`src/rtl/mem_stage_if.sv`:
```
// Data-memory request/acknowledge bus between mem_stage and the data memory.
interface mem_stage_if #(parameter int DATA_W = 32);
    logic              mem_req;
    logic              mem_we;
    logic [DATA_W-1:0] mem_addr;
    logic [DATA_W-1:0] mem_wdata;
    logic              mem_ack;
    logic [DATA_W-1:0] mem_rdata;

    modport master (output mem_req, mem_we, mem_addr, mem_wdata,
                    input  mem_ack, mem_rdata);
    modport slave  (input  mem_req, mem_we, mem_addr, mem_wdata,
                    output mem_ack, mem_rdata);
endinterface

```
`src/rtl/mem_stage.sv`:
```
// Beta CPU memory-access stage: one held instruction, variable-latency memory
// handshake with timeout, misalignment/fault conversion into an exception instruction.
module mem_stage #(
    parameter int DATA_W      = 32,
    parameter int TIMEOUT     = 16,
    parameter bit CHECK_ALIGN = 1'b1
) (
    input  logic              clk,
    input  logic              rst_n,
    input  logic [DATA_W-1:0] pc,
    input  logic [DATA_W-1:0] y,
    input  logic [DATA_W-1:0] d,
    input  logic [31:0]       ir,
    input  logic              exc_in,
    output logic              stall,
    output logic [DATA_W-1:0] pc_next,
    output logic [DATA_W-1:0] y_next,
    output logic [31:0]       ir_next,
    output logic              exc_out,
    output logic              op_ld_or_ldr,
    output logic              op_st,
    output logic              op_br_or_jmp,
    mem_stage_if.master       mem
);
    // NOP = ADD(R31,R31,R31); exception = BNE(R31,0,XP)
    localparam logic [31:0] INST_NOP        = 32'h83FF_F800;
    localparam logic [31:0] INST_BNE_EXCEPT = 32'h77DF_0000;
    localparam int          AW              = $clog2(DATA_W / 8);

    typedef struct packed {
        logic [DATA_W-1:0] pc;
        logic [DATA_W-1:0] y;
        logic [DATA_W-1:0] d;
        logic [31:0]       ir;
        logic              exc;
    } stage_t;

    typedef enum logic [1:0] {IDLE, BUSY, DONE} state_t;

    stage_t            q;
    state_t            state, state_d;
    logic [7:0]        cnt;
    logic              tmo;
    logic [DATA_W-1:0] rdata_q;
    logic              req;

    logic [5:0] opcode;
    logic       is_ld, is_st, misaligned, mem_op, timeout_hit;

    assign opcode       = q.ir[31:26];
    assign is_ld        = (opcode == 6'b011000) || (opcode == 6'b011111);
    assign is_st        = (opcode == 6'b011001);
    assign op_ld_or_ldr = is_ld;
    assign op_st        = is_st;
    assign op_br_or_jmp = (opcode == 6'b011011) || (opcode == 6'b011100) || (opcode == 6'b011101);

    assign misaligned  = CHECK_ALIGN && (is_ld || is_st) && (q.y[AW-1:0] != '0);
    assign mem_op      = (is_ld || is_st) && !q.exc && !misaligned;
    // cnt is 0 in the request's IDLE cycle and k in its k-th BUSY cycle
    assign timeout_hit = (cnt == 8'(TIMEOUT - 1));
    assign stall       = ((state == IDLE) && mem_op) || (state == BUSY);

    always_comb begin
        state_d = state;
        req     = 1'b0;
        case (state)
            IDLE: if (mem_op) begin
                req     = 1'b1;
                state_d = mem.mem_ack ? DONE : BUSY;
            end
            BUSY: begin
                req = 1'b1;
                if (mem.mem_ack || timeout_hit) state_d = DONE;
            end
            DONE:    state_d = IDLE;
            default: state_d = IDLE;
        endcase
    end

    always_ff @(posedge clk) begin
        if (!rst_n) begin
            state   <= IDLE;
            q.pc    <= '0;
            q.y     <= '0;
            q.d     <= '0;
            q.ir    <= INST_NOP;
            q.exc   <= 1'b0;
            cnt     <= '0;
            tmo     <= 1'b0;
            rdata_q <= '0;
        end else begin
            state <= state_d;
            if (!stall) begin
                q.pc  <= pc;
                q.y   <= y;
                q.d   <= d;
                q.ir  <= ir;
                q.exc <= exc_in;
            end
            cnt <= stall ? cnt + 8'd1 : 8'd0;
            tmo <= (state == BUSY) && !mem.mem_ack && timeout_hit;
            if (req && mem.mem_ack && is_ld) rdata_q <= mem.mem_rdata;
        end
    end

    always_comb begin
        ir_next = q.ir;
        exc_out = 1'b0;
        if (q.exc) begin
            ir_next = INST_NOP;
            exc_out = 1'b1;
        end else if (misaligned || ((state == DONE) && tmo)) begin
            ir_next = INST_BNE_EXCEPT;
            exc_out = 1'b1;
        end else if (stall) begin
            ir_next = INST_NOP;
        end
    end

    assign pc_next = q.pc;
    assign y_next  = ((state == DONE) && is_ld) ? rdata_q : q.y;

    assign mem.mem_req   = req;
    assign mem.mem_we    = req && is_st;
    assign mem.mem_addr  = q.y;
    assign mem.mem_wdata = q.d;
endmodule
```
`src/flat_wrapper.sv`:
```
// flat-port wrapper written by rule: the top's interface ports become plain ports
module mem_stage_flat 
#(
    parameter int DATA_W      = 32,
    parameter int TIMEOUT     = 16,
    parameter bit CHECK_ALIGN = 1'b1
)
  (clk, rst_n, pc, y, d, ir, exc_in, stall, pc_next, y_next, ir_next, exc_out, op_ld_or_ldr, op_st, op_br_or_jmp, mem_mem_req, mem_mem_we, mem_mem_addr, mem_mem_wdata, mem_mem_ack, mem_mem_rdata);
  mem_stage_if #(.DATA_W(DATA_W)) mem_i ();
  input  logic clk;
  input  logic rst_n;
  input  logic [DATA_W-1:0] pc;
  input  logic [DATA_W-1:0] y;
  input  logic [DATA_W-1:0] d;
  input  logic [31:0] ir;
  input  logic exc_in;
  output logic stall;
  output logic [DATA_W-1:0] pc_next;
  output logic [DATA_W-1:0] y_next;
  output logic [31:0] ir_next;
  output logic exc_out;
  output logic op_ld_or_ldr;
  output logic op_st;
  output logic op_br_or_jmp;
  output wire logic [$bits(mem_i.mem_req)-1:0] mem_mem_req;
  output wire logic [$bits(mem_i.mem_we)-1:0] mem_mem_we;
  output wire logic [$bits(mem_i.mem_addr)-1:0] mem_mem_addr;
  output wire logic [$bits(mem_i.mem_wdata)-1:0] mem_mem_wdata;
  input wire logic [$bits(mem_i.mem_ack)-1:0] mem_mem_ack;
  input wire logic [$bits(mem_i.mem_rdata)-1:0] mem_mem_rdata;
  assign mem_mem_req = mem_i.mem_req;
  assign mem_mem_we = mem_i.mem_we;
  assign mem_mem_addr = mem_i.mem_addr;
  assign mem_mem_wdata = mem_i.mem_wdata;
  assign mem_i.mem_ack = mem_mem_ack;
  assign mem_i.mem_rdata = mem_mem_rdata;
  mem_stage #(.DATA_W(DATA_W), .TIMEOUT(TIMEOUT), .CHECK_ALIGN(CHECK_ALIGN)) u_core (.clk(clk), .rst_n(rst_n), .pc(pc), .y(y), .d(d), .ir(ir), .exc_in(exc_in), .stall(stall), .pc_next(pc_next), .y_next(y_next), .ir_next(ir_next), .exc_out(exc_out), .op_ld_or_ldr(op_ld_or_ldr), .op_st(op_st), .op_br_or_jmp(op_br_or_jmp), .mem(mem_i));
endmodule
```
`config.mk`:
```
export PLATFORM = sky130hd
export DESIGN_NAME = mem_stage_flat
export DESIGN_NICKNAME = d
export VERILOG_FILES = /design/src/rtl/mem_stage_if.sv /design/src/rtl/mem_stage.sv /design/src/flat_wrapper.sv
export SDC_FILE = /design/constraint.sdc
export NUM_CORES = 1
export LEC_CHECK = 0
export CORE_MARGIN = 1.5
export CORE_UTILIZATION = 44
export CTS_CLUSTER_DIAMETER = 100
export DETAILED_ROUTE_END_ITERATION = 16
export PLACE_DENSITY = 0.81
export REMOVE_ABC_BUFFERS = 1
export SETUP_SLACK_MARGIN = 0.4
export SYNTH_ARGS = -nofsm -noshare
export SYNTH_HDL_FRONTEND = slang
export SYNTH_SLANG_ARGS = --single-unit
```
`constraint.sdc`:
```
create_clock -name clk -period 2.8 [get_ports clk]
set_clock_uncertainty 0.15 [all_clocks]
set_input_delay 0.42 -clock clk [delete_from_list [all_inputs] [get_ports clk]]
set_output_delay 0.42 -clock clk [all_outputs]
set_load 0.005 [all_outputs]
```
==> impl_metrics.env <==
export IMPL_vias_per_cell=5.679
export IMPL_io_buffers=330
export IMPL_synth_area_leader_cell="dfxtp_1"
export IMPL_worstPathRequired_ns=2.23
export IMPL_overflow=0
export IMPL_antenna_found_initial=0
export IMPL_io_pins=331
export IMPL_die_y_um=141.1
export IMPL_drive_gt1_share_pct=21.39
export IMPL_p_per_area_nw_per_um2=484.4
export IMPL_avgRoutedWirePerCell_um=19.72
export IMPL_p_sw_w=0.001354
export IMPL_p_seq_share_pct=43.1
export IMPL_final_cell_area_um2=12530
export IMPL_drc=0
export IMPL_final_seq_area_um2=3466
export IMPL_swShare_pct=22.29
export IMPL_cts_buffers=17
export IMPL_comb_power_share_pct=13.9
export IMPL_hp_class="in2reg"
export IMPL_dpl_cell_area_um2=11080
export IMPL_maxSlewHeadroom_pct=45.81
export IMPL_drtPass1Iterations=5
export IMPL_ir_worst_vdd_mv=0.4039
export IMPL_wl_um=28670
export IMPL_fillCellCount=1445
export IMPL_clockBufferDepth=2
export IMPL_cts_tree="done"
export IMPL_num_antenna_cells=0
export IMPL_ant_nets=0
export IMPL_nets=1374
export IMPL_netlist_area_leader_share_pct=41.03
export IMPL_p_int_w=0.004719
export IMPL_slew_violations=0
export IMPL_grt_pass1_vias=7983
export IMPL_cts_hold_buf=0
export IMPL_core_area_um2=18710
export IMPL_multi_input_area_um2=4038
export IMPL_worst_slew_pin_transition_ns=0.8128
export IMPL_placementRows=50
export IMPL_initial_core_util_pct=44.87
export IMPL_synthCells=976
export IMPL_period_minus_slack_ns=2.979
export IMPL_cp_start_kind="register"
export IMPL_synth_area_top_cells="dfxtp_1, o211ai_1, buf_4"
export IMPL_h_tree_depth=4
export IMPL_critPathKind="reg2out"
export IMPL_cts_root_buffer="clkbuf_16"
export IMPL_critPathArrivalTime_ns=2.41
export IMPL_vias=8257
export IMPL_dieArea_um2=19910
export IMPL_yosysSeqAreaShare_pct=41.03
export IMPL_grt_pass1_wl_um=43020
export IMPL_clk_pin_slew_worst_paths_ns=0.07
export IMPL_violations="negative setup slack"
export IMPL_end_kind="primary output"
export IMPL_place_congestion=0.8249
export IMPL_syn_area_um2=8393
export IMPL_timing_fmax_mhz=335.7
export IMPL_syn_area_per_cell_um2=8.599
export IMPL_finalWorstSetupSlack_ns=-0.1788
export IMPL_drv_cap=0
export IMPL_worst_hold_slack_ns=0.2335
export IMPL_grt_usage_pct=26.94
export IMPL_period_share_pct=106.4
export IMPL_syn_to_final_growth_pct=49.34
export IMPL_outcome="complete, but fails checks"
export IMPL_drtIter0Drc=505
export IMPL_total_leakage_power_nw=5.052
export IMPL_final_core_util_pct=67.01
export IMPL_setup_tns_ns=-1.750
export IMPL_cts_sinks=172
export IMPL_rsz0062_at_grt="yes"
export IMPL_ys_warn_count=0
export IMPL_pwr_share_clk_pct=43.0
export IMPL_ys_seq_elements=172
export IMPL_yosys_cell_types_count=35
export IMPL_crit_path_max_fanout=4
export IMPL_final_setup_viol_count=44
export IMPL_grt_max_degree=72
export IMPL_clk_latency_ns=0.43
export IMPL_hpwlAfterDp_um=16360
export IMPL_die_w_um=141.1
export IMPL_finalHoldViolCount=0
[Yosys cell counts, drive strengths merged]
library cell and number:
inv 4, a211o 17, mux2 33, nand3b 9, clkbuf 71, nor2 13
xor2 3, xnor2 3, a211oi 1, nand2 72, buf 128, nor2b 1
nor3b 1, and2 13, o2111a 1, o211ai 113, or3 2, a21oi 121
or4 1, and3 19, mux2i 32, nand3 125, or2 1, a2111oi 1
nor4 1, nor3 1, nand2b 9, a21o 7, dfxtp 172, ha 1
[kinds of logic after synthesis]
logic type | share of synthesized area [%]
flops | 41.03
compound gates | 20.11
buf+inv | 14.09
fa+ha+maj | 0.1491
simple gates | 15.76
xor+xnor | 0.6262
mux | 8.244
[power by group through the flow]
stage | clock, W | combinational, W | sequential (W)
4_1_cts | 0.00264 | 0.000805 | 0.00261
6_report | 0.00261 | 0.000843 | 0.00262
2_1_floorplan | 0 | 0.000203 | 0.00266
3_5_place_dp | 0 | 0.000751 | 0.00267
3_3_place_gp | 0 | 0.000742 | 0.00266
5_1_grt | 0.00275 | 0.000898 | 0.00263
[sequential cells by signal (all words and copies together) (netlist names)]
| signal | cells |
|---|---|
| u_core.mem.mem_addr | 32 |
| u_core.q | 27 |
| u_core.tmo | 1 |
| u_core.pc_next | 32 |
| u_core.opcode | 6 |
| u_core.mem.mem_wdata | 32 |
| u_core.state | 2 |
| u_core.cnt | 8 |
| u_core.rdata_q | 32 |
[metal layers]
| layer | global-route usage [%] | part of all wire [%] |
|---|---|---|
| met5 | 0 | 0 |
| met4 | 10.25 | 3.1 |
| met3 | 7.914 | 8.4 |
| met2 | 45.67 | 49 |
| met1 | 32.17 | 39 |
[final cells by class]
type / instances / area share [%]
Sequential cell: 172 / 27.65
Multi-Input combinational cell: 603 / 32.21
Inverter: 4 / 0.1497
Timing Repair Buffer: 411 / 32.47
Clock buffer: 22 / 3.953
Tap cell: 234 / 2.336
Clock inverter: 8 / 1.228
[through the flow]
| stage | std cells | worst slack (ns) | power [W] |
|---|---|---|---|
| floorplan | 777 | -3.821 | 0.002867 |
| global placement | 1362 | 0.1606 | 0.003404 |
| detailed placement | 1362 | 0.05881 | 0.003418 |
| CTS | 1442 | -0.09125 | 0.006058 |
| global route | 1454 | -0.2084 | 0.006271 |
| finish | 1454 | -0.1788 | 0.006072 |
[cells in the final DEF, fill, tap and decap left out, types with 2 or more instances in the layout]
cell	n
a21oi_1	117
inv_1	2
a211o_4	2
nor2_2	2
o211ai_1	113
dfxtp_1	164
mux2_2	25
buf_6	67
nand3b_1	9
inv_6	2
nand3_4	2
nand2_1	68
clkdlybuf4s50_1	258
mux2_4	8
clkbuf_2	19
nor2_1	11
buf_2	20
buf_12	7
dfxtp_4	5
a21o_1	7
bufinv_16	4
buf_4	30
nand2_4	3
dlygate4sd2_1	4
and2_4	12
nand2b_1	4
mux2i_1	32
a21oi_4	3
dfxtp_2	3
clkbuf_8	3
nand3_1	123
a211o_1	16
nand2b_4	5
xnor2_1	3
clkbuf_16	19
and3_1	19
buf_8	2
buf_16	3
xor2_1	3
[worst paths after layout]
kind / startpoint / to / slack [ns] / cells past startpoint
worst min register to register: u_core.cnt[0]$_SDFF_PN0_ / u_core.cnt[0]$_SDFF_PN0_ / 0.29 / 1
worst min-delay path: rst_n / u_core.opcode[5]$_SDFFE_PN1N_ / 0.23 / 2
worst max register to register: u_core.opcode[2]$_SDFFE_PN0N_ / u_core.q[23]$_SDFFE_PN1N_ / 0.42 / 11
worst max-delay path: u_core.opcode[2]$_SDFFE_PN0N_ / ir_next[2] / -0.18 / 11
[repair_timing]
action / in CTS / in global routing
pin swaps: 21 / 11
endpoints found under the setup margin: 74 / 82
resized for setup: 338 / 54
buffers inserted: 43 / 11
gates cloned: 7 / 1
[worst max-delay path, cell delays in order, from the launching register on]
cell and delay, ns:
dfxtp_4 0.37, buf_6 0.12, or2_4 0.25, a21oi_4 0.26, a2111oi_4 0.12, buf_6 0.15
buf_6 0.11, buf_6 0.10, buf_6 0.12, buf_12 0.12, and2_4 0.15, buf_6 0.11
Power figures use the tool's default switching activity.
